## src/rtl/scs8hd_clkgate_ctrl.sv

```systemverilog
// Enable controller for a latch-based clock-gating cell: wake, idle count, sleep handshake.
// Latency: GATE one cycle after a sampled wake request, WAKE_ACK WAKE_LAT cycles after that.
// Backpressure: sleep waits indefinitely for SLEEP_ACK; wake or busy in DRAIN aborts the sleep.
module scs8hd_clkgate_ctrl #(
   parameter int IDLE_HOLD = 8,
   parameter int WAKE_LAT  = 2
) (
   input  logic       CLK,
   input  logic       RESET,
   input  logic       WAKE_REQ,
   input  logic       BUSY,
   input  logic       SLEEP_ACK,
   input  logic       FORCE_ON,
   output logic       GATE,
   output logic       WAKE_ACK,
   output logic       SLEEP_REQ,
   output logic [1:0] STATE
);

   typedef enum logic [1:0] {
      S_OFF    = 2'b00,
      S_WAKING = 2'b01,
      S_ON     = 2'b10,
      S_DRAIN  = 2'b11
   } state_t;

   localparam logic [3:0] WAKE_LAST = 4'(WAKE_LAT - 1);
   localparam logic [7:0] IDLE_LAST = 8'(IDLE_HOLD - 1);
   localparam logic [7:0] IDLE_MAX  = 8'(IDLE_HOLD);

   state_t     state;
   logic       gate_q;
   logic       wake_ack_q;
   logic       sleep_req_q;
   logic [3:0] wake_cnt;
   logic [7:0] idle_cnt;
   logic       idle;

   // A cycle is idle only when nobody wants the clock and the domain reports no activity.
   assign idle = !WAKE_REQ && !BUSY;

   // Single registered FSM; every output except GATE comes straight from a flop.
   always_ff @(posedge CLK) begin
      if (RESET) begin
         state       <= S_OFF;
         gate_q      <= 1'b0;
         wake_ack_q  <= 1'b0;
         sleep_req_q <= 1'b0;
         wake_cnt    <= 4'd0;
         idle_cnt    <= 8'd0;
      end else begin
         case (state)
            S_OFF: begin
               gate_q      <= 1'b0;
               wake_ack_q  <= 1'b0;
               sleep_req_q <= 1'b0;
               if (WAKE_REQ) begin
                  state    <= S_WAKING;
                  gate_q   <= 1'b1;
                  wake_cnt <= 4'd0;
                  idle_cnt <= 8'd0;
               end
            end
            S_WAKING: begin
               // Wake is committed once started; WAKE_REQ is not looked at here.
               gate_q <= 1'b1;
               if (wake_cnt == WAKE_LAST) begin
                  state      <= S_ON;
                  wake_ack_q <= 1'b1;
                  wake_cnt   <= 4'd0;
                  idle_cnt   <= 8'd0;
               end else begin
                  wake_cnt <= wake_cnt + 4'd1;
               end
            end
            S_ON: begin
               gate_q <= 1'b1;
               if (idle) begin
                  if (idle_cnt == IDLE_LAST) begin
                     state       <= S_DRAIN;
                     wake_ack_q  <= 1'b0;
                     sleep_req_q <= 1'b1;
                     idle_cnt    <= 8'd0;
                  end else if (idle_cnt < IDLE_MAX) begin
                     idle_cnt <= idle_cnt + 8'd1;
                  end
               end else begin
                  idle_cnt <= 8'd0;
               end
            end
            S_DRAIN: begin
               // A new wake or activity beats a simultaneous acknowledge; gate stays high.
               if (WAKE_REQ || BUSY) begin
                  state       <= S_ON;
                  sleep_req_q <= 1'b0;
                  wake_ack_q  <= 1'b1;
                  idle_cnt    <= 8'd0;
               end else if (SLEEP_ACK) begin
                  state       <= S_OFF;
                  gate_q      <= 1'b0;
                  sleep_req_q <= 1'b0;
                  idle_cnt    <= 8'd0;
               end
            end
            default: begin
               state <= S_OFF;
            end
         endcase
      end
   end

   // The override is a single OR after the flop so scan can open the gate at any time.
   assign GATE      = gate_q | FORCE_ON;
   assign WAKE_ACK  = wake_ack_q;
   assign SLEEP_REQ = sleep_req_q;
   assign STATE     = state;

endmodule
```

## config.mk

```make
export PLATFORM = sky130hd
export DESIGN_NAME = scs8hd_clkgate_ctrl
export DESIGN_NICKNAME = d
export VERILOG_FILES = /design/src/rtl/scs8hd_clkgate_ctrl.sv
export SDC_FILE = /design/constraint.sdc
export NUM_CORES = 1
export LEC_CHECK = 0
export ABC_AREA = 1
export CORE_MARGIN = 2
export CORE_UTILIZATION = 50
export CTS_CLUSTER_DIAMETER = 100
export DETAILED_ROUTE_END_ITERATION = 10
export PLACE_DENSITY = 0.73
export SLEW_MARGIN = 30
export SYNTH_ARGS = -nofsm -noshare
export SYNTH_HDL_FRONTEND = slang
export SYNTH_SLANG_ARGS = --single-unit
```

## constraint.sdc

```tcl
create_clock -name CLK -period 2 [get_ports CLK]
set_input_delay 0.4 -clock CLK [delete_from_list [all_inputs] [get_ports CLK]]
set_output_delay 0.4 -clock CLK [all_outputs]
set_load 0.05 [all_outputs]
```

==> flow_summary_export.csv, run 1 <==
group,metric,value,unit
run_status,status,"finished clean",
worst_setup_path,cp.required,1600,ps
clocking,cts_tree,"built",
worst_setup_path,cp.buffers_inverters,1,
grt,met2_usage,30.4,%
detailed_routing,routed_wl,1890,um
floorplan,ios,11,
run,drv_cap,0,
timing,finalSetupViolCount,0,
timing,rsz0062_at_grt,"false",
timing,maxSlewHeadroom,66.0,%
grt,met3_usage,4.29,%
synth,yosys.area.top_type_share,33.9,%
floorplan,initial_core_util,52.3,%
synth,synth_top_area_cell,"dfxtp_1",
timing,worst_hold_slack,440,ps
grt,grt_first_pass_wirelength,3460,um
timing,worst_pin_slew,510,ps
worst_setup_path,worstPathCellList,"clkdlybuf4s50_1",
min_path,min-delay-start,"idle_cnt[6]",
layout,area_growth,16.8,%
timing,post-route-min-period,1940,ps
grt,grt.busiest_layer,"met2",
timing,timing.fmax,0.516,GHz
synth,synth_async_sr_flop_share,0,%
synth,synth_common_cells,"nand2_1 (32), nor2_1 (21), dfxtp_1 (17), inv_1 (17)",
timing,fin_skew,16.7,ps
grt,grt_use_total,18.4,%
grt,first_global_vias,885,
floorplan,die_h,48.8,um
worst_setup_path,cp_max_fo,5,
clocking,cts_buffers,3,
synth,synth_area,1000,sq um
synth,synth_warnings,0,
floorplan,dieArea,2380,sq um
detailed_routing,drt.antenna.violating_nets,0,
clocking,cts_htree_levels,1,
worst_setup_path,criticalPathCategory,"flip-flop to output port",
worst_setup_path,cpMaxStageDelayCell,"clkdlybuf4s50_1",
timing,hold_viol_final,0,
synth,synth.most_common_cell,"nand2_1",
power_and_ir_drop,leakage,0.545,nW
layout,drive_gt1_share,18.4,%
clocking,clkSlewWorstSetupHoldPaths,110,ps
worst_setup_path,critPathLaunchType,"flip-flop",
synth,ys_seq_area_share,33.9,%
clocking,cts.sinks,17,
detailed_routing,viasPerCell,4.81,
timing,finalCritPeriodShare,97.0,%
synth,postSynthCellCount,143,
synth,syn-num-nets,157,
layout,nets,173,
timing,setup-tns-final,0,ps
layout,antenna_cells,0,
synth,synthDistinctLibCells,22,
layout,fill_cells,193,
detailed_routing,dr.pass1.iters,4,
worst_setup_path,critPathTopFamily,"buffers and inverters",
floorplan,core_area,1920,sq um
worst_setup_path,cp.arrival,1540,ps
min_path,holdCritPathClass,"flip-flop to flip-flop",
floorplan,rows,16,
clocking,insertion_delay,300,ps
detailed_routing,routedWlPerCell,10.2,um
synth,synth-seq-cells,17,
grt,grt_util_met1,22.9,%
worst_setup_path,startpoint,"STATE[0]",
power_and_ir_drop,p_per_area,1270,nW/um^2
power_and_ir_drop,finalPower,0.00149,W
place,gp_congestion,0.864,
worst_setup_path,crit_path_max_incr_delay,830,ps
synth,syn_avg_cell_area,7.03,sq um
place,port_buffers,10,
grt,grt_max_degree,11,
detailed_routing,drt_iter0_markers,15,
timing,maxSlewViolCount,0,
layout,final_cells,185,
clocking,clk_path_buf_depth,2,
floorplan,fp.dieW,48.8,um
detailed_routing,drc,0,
power_and_ir_drop,max-vdd-ir-drop,839,uV
synth,synth_flop_cell,"dfxtp_1",
place,dp_hpwl,1500,um
place,place_inst,181,
layout,final_util,61.1,%
clocking,cts_root_buffer,"clkbuf_4",
worst_setup_path,r2r_start,"STATE[1]",
grt,overflow,0,
grt,antenna_found_initial,0,
worst_setup_path,cp-end-kind,"output port",
detailed_routing,num_vias,890,
synth,yosys-top-cells-area,"dfxtp_1 (34%), nand2_1 (12%), ha_1 (10%)",
synth,synth_edf_count,0,
## where the power goes
part	leakage, nW	internal (W)	switching (W)
sequential	0.139	0.000412	0.0000622
clock	0.0177	0.0000745	0.000115
combinational	0.389	0.000287	0.000536
total	0.545	0.000774	0.000713
## layout by cell type (no fill, tap or decap), drive strengths merged
master          n
dlymetal6s2s    1
xnor2           1
a21oi          10
clkbuf          3
o21ai           9
nor3            1
nand2          39
buf             2
ha              8
inv            22
clkdlybuf4s50   8
xor2            1
dfxtp          17
nand3           6
nand4           1
clkinv          1
nor2           26
a211oi          1
or2             1
## state kept, by name, indices dropped and copies added, names as in the netlist
register,cells
idle_cnt,8
wake_cnt,4
WAKE_ACK,1
STATE,2
gate_q,1
SLEEP_REQ,1
## routing by layer
layer | wire, um | up-vias
met5 | 0 | -
met4 | 16 | 0
met3 | 63 | 2
met2 | 924 | 16
met1 | 883 | 397
li1 | - | 475
## layout make-up
class	count	area, sq um	area share (%)
clock inverter	1	5.00	0.426
inverter	22	82.6	7.04
clock buffer	3	22.5	1.92
tap	27	33.8	2.88
multi-input combinational	104	582	49.6
timing repair buffer	11	108	9.17
sequential	17	340	29.0
## path summary, 6_finish.rpt
kind / endpoint / slack [ps] / cells past startpoint
worst max-delay path: STATE[0] / 60 / 1
worst min register to register: idle_cnt[6] / 440 / 2
worst min-delay path: idle_cnt[6] / 440 / 2
worst max register to register: wake_cnt[2] / 420 / 7
## through the flow
step                setup slack, ps  instance area [sq um]
detailed placement              322                   1140
global route                   5.94                   1170
finish                         60.9                   1170
CTS                            18.0                   1170
floorplan                       194                   1000
global placement                337                   1140
## logic make-up (layout without fill, tap and decap cells)
| logic type | after synthesis | in the layout | synth area share, % |
|---|---|---|---|
| compound gates | 20 | 20 | 11.7 |
| flops | 17 | 17 | 33.9 |
| simple gates | 74 | 74 | 34.5 |
| buf+inv | 22 | 37 | 8.22 |
| xor+xnor | 2 | 2 | 1.74 |
| fa+ha+maj | 8 | 8 | 9.96 |
## what timing repair did
| action | 4_1_cts | 5_1_grt |
|---|---|---|
| endpoints found under the setup margin | 0 | 1 |
| setup buffers | 0 | 0 |
| resized for setup | 0 | 1 |
| hold buffers | 0 | 0 |
(Power assumes the default switching activity.)
==> inputs of run 2 (changes only) <==
--- a/config.mk
+++ b/config.mk
@@ -11,7 +11,8 @@
 export CTS_CLUSTER_DIAMETER = 100
 export DETAILED_ROUTE_END_ITERATION = 10
 export PLACE_DENSITY = 0.73
-export SLEW_MARGIN = 30
+export RECOVER_POWER = 50
+export SLEW_MARGIN = 15
 export SYNTH_ARGS = -nofsm -noshare
 export SYNTH_HDL_FRONTEND = slang
 export SYNTH_SLANG_ARGS = --single-unit
==> flow_summary_export.csv, run 2 (same netlist as run 1, synthesis figures left out) <==
group,metric,value,unit
layout,drive_gt1_share,14.6,%
run,drv_cap,0,
worst_setup_path,cpMaxStageDelayCell,"clkdlybuf4s50_1",
detailed_routing,dr.pass1.iters,4,
grt,grt_use_total,18.4,%
clocking,clk_path_buf_depth,2,
clocking,postCtsHoldBufs,0,
timing,maxSlewViolCount,0,
grt,grt_first_pass_wirelength,3460,um
grt,grt_max_degree,11,
min_path,holdCritPathClass,"flip-flop to flip-flop",
detailed_routing,routedWlPerCell,10.1,um
worst_setup_path,critPathLaunchType,"flip-flop",
detailed_routing,viasPerCell,4.77,
worst_setup_path,worstPathCellList,"clkdlybuf4s50_1",
clocking,cts_buffers,3,
clocking,cts_resized,0,
floorplan,rows,16,
layout,regMostFlops,"idle_cnt",
floorplan,initial_core_util,52.3,%
worst_setup_path,crit_path_max_incr_delay,830,ps
grt,overflow,0,
clocking,post_cts_buffers,0,
floorplan,core_area,1920,sq um
floorplan,fp.dieW,48.8,um
place,port_buffers,10,
worst_setup_path,cp.required,1600,ps
timing,maxSlewHeadroom,66.0,%
run_status,status,"finished clean",
layout,multiInputGateArea,564,sq um
timing,hold_viol_final,0,
timing,fin_skew,17.0,ps
layout,final_common_cell,"nand2_1",
timing,timing.fmax,0.516,GHz
worst_setup_path,cp-end-kind,"output port",
grt,antenna_found_initial,0,
worst_setup_path,cp.buffers_inverters,1,
detailed_routing,num_vias,882,
floorplan,die_h,48.8,um
place,gp_congestion,0.864,
detailed_routing,drt_iter0_markers,18,
timing,rsz0062_at_grt,"false",
timing,worst_hold_slack,440,ps
clocking,clkSlewWorstSetupHoldPaths,110,ps
timing,finalCritPeriodShare,97.0,%
power_and_ir_drop,max-vdd-ir-drop,833,uV
floorplan,dieArea,2380,sq um
clocking,cts.sinks,17,
clocking,cts_htree_levels,1,
power_and_ir_drop,leakage,0.542,nW
grt,first_global_vias,885,
clocking,insertion_delay,300,ps
power_and_ir_drop,p_per_area,1250,nW/um^2
layout,nets,173,
timing,post-route-min-period,1940,ps
timing,finalSetupViolCount,0,
worst_setup_path,criticalPathCategory,"flip-flop to output port",
layout,largest_register_ffs,8,
layout,final_cell_mix,"nand2_1 (35), nor2_1 (23), inv_1 (18), dfxtp_1 (17)",
clocking,cts_tree,"built",
layout,regArea,340,sq um
worst_setup_path,cp_max_fo,5,
layout,antenna_cells,0,
clocking,cts_root_buffer,"clkbuf_4",
layout,fill_cells,197,
place,dp_hpwl,1500,um
worst_setup_path,cp.arrival,1540,ps
detailed_routing,drt.antenna.violating_nets,0,
detailed_routing,routed_wl,1860,um
layout,area_growth,15.1,%
timing,worst_pin_slew,510,ps
floorplan,ios,11,
worst_setup_path,critPathTopFamily,"buffers and inverters",
detailed_routing,drc,0,
timing,setup-tns-final,0,ps
## run 2: cell counts in the layout (fill, tap and decap cells not counted)
Identical to the previous run, type by type.
## run 2: metal layers
layer,up-vias,wire (um),part of all wire (%),track usage (%)
met3,2,43,2.3,4.29
met2,10,916,49,30.4
met1,396,885,48,22.9
met4,0,16,0.86,8.10
li1,474,-,-,-
met5,-,0,0,0
## run 2: layout make-up
cell class	instances	share of cell area, %
clock buffers	3	1.95
well taps	27	2.92
clock inverters	1	0.433
flip-flops and latches	17	29.4
multi-input cells	104	48.8
repair buffers	11	9.31
inverters	22	7.14
## run 2: per-stage QoR
step / instance area [sq um] / util, % / power (W) / setup WS (ps) / cells
floorplan: 1000 / - / 0.00112 / 194 / 143
global placement: 1140 / 59.5 / 0.00129 / 337 / 181
detailed placement: 1140 / 59.5 / 0.00131 / 322 / 181
CTS: 1170 / 60.9 / 0.00150 / 18.0 / 185
global route: 1160 / 60.2 / 0.00158 / 5.94 / 185
finish: 1160 / 60.2 / 0.00145 / 60.2 / 185
## run 2: path summary, 6_finish.rpt
check / slack [ps] / cells past startpoint / endpoint / start
hold / removal: 440 / 2 / idle_cnt[6] / idle_cnt[6]
hold reg to reg: 440 / 2 / idle_cnt[6] / idle_cnt[6]
setup reg to reg: 260 / 9 / idle_cnt[0] / STATE[0]
setup / recovery: 60 / 1 / STATE[0] / STATE[0]
## run 2: report_power, final
group / switching, W / total [W] / internal, W
clock: 0.000115 / 0.000190 / 0.0000745
sequential: 0.0000621 / 0.000475 / 0.000412
combinational: 0.000514 / 0.000784 / 0.000270
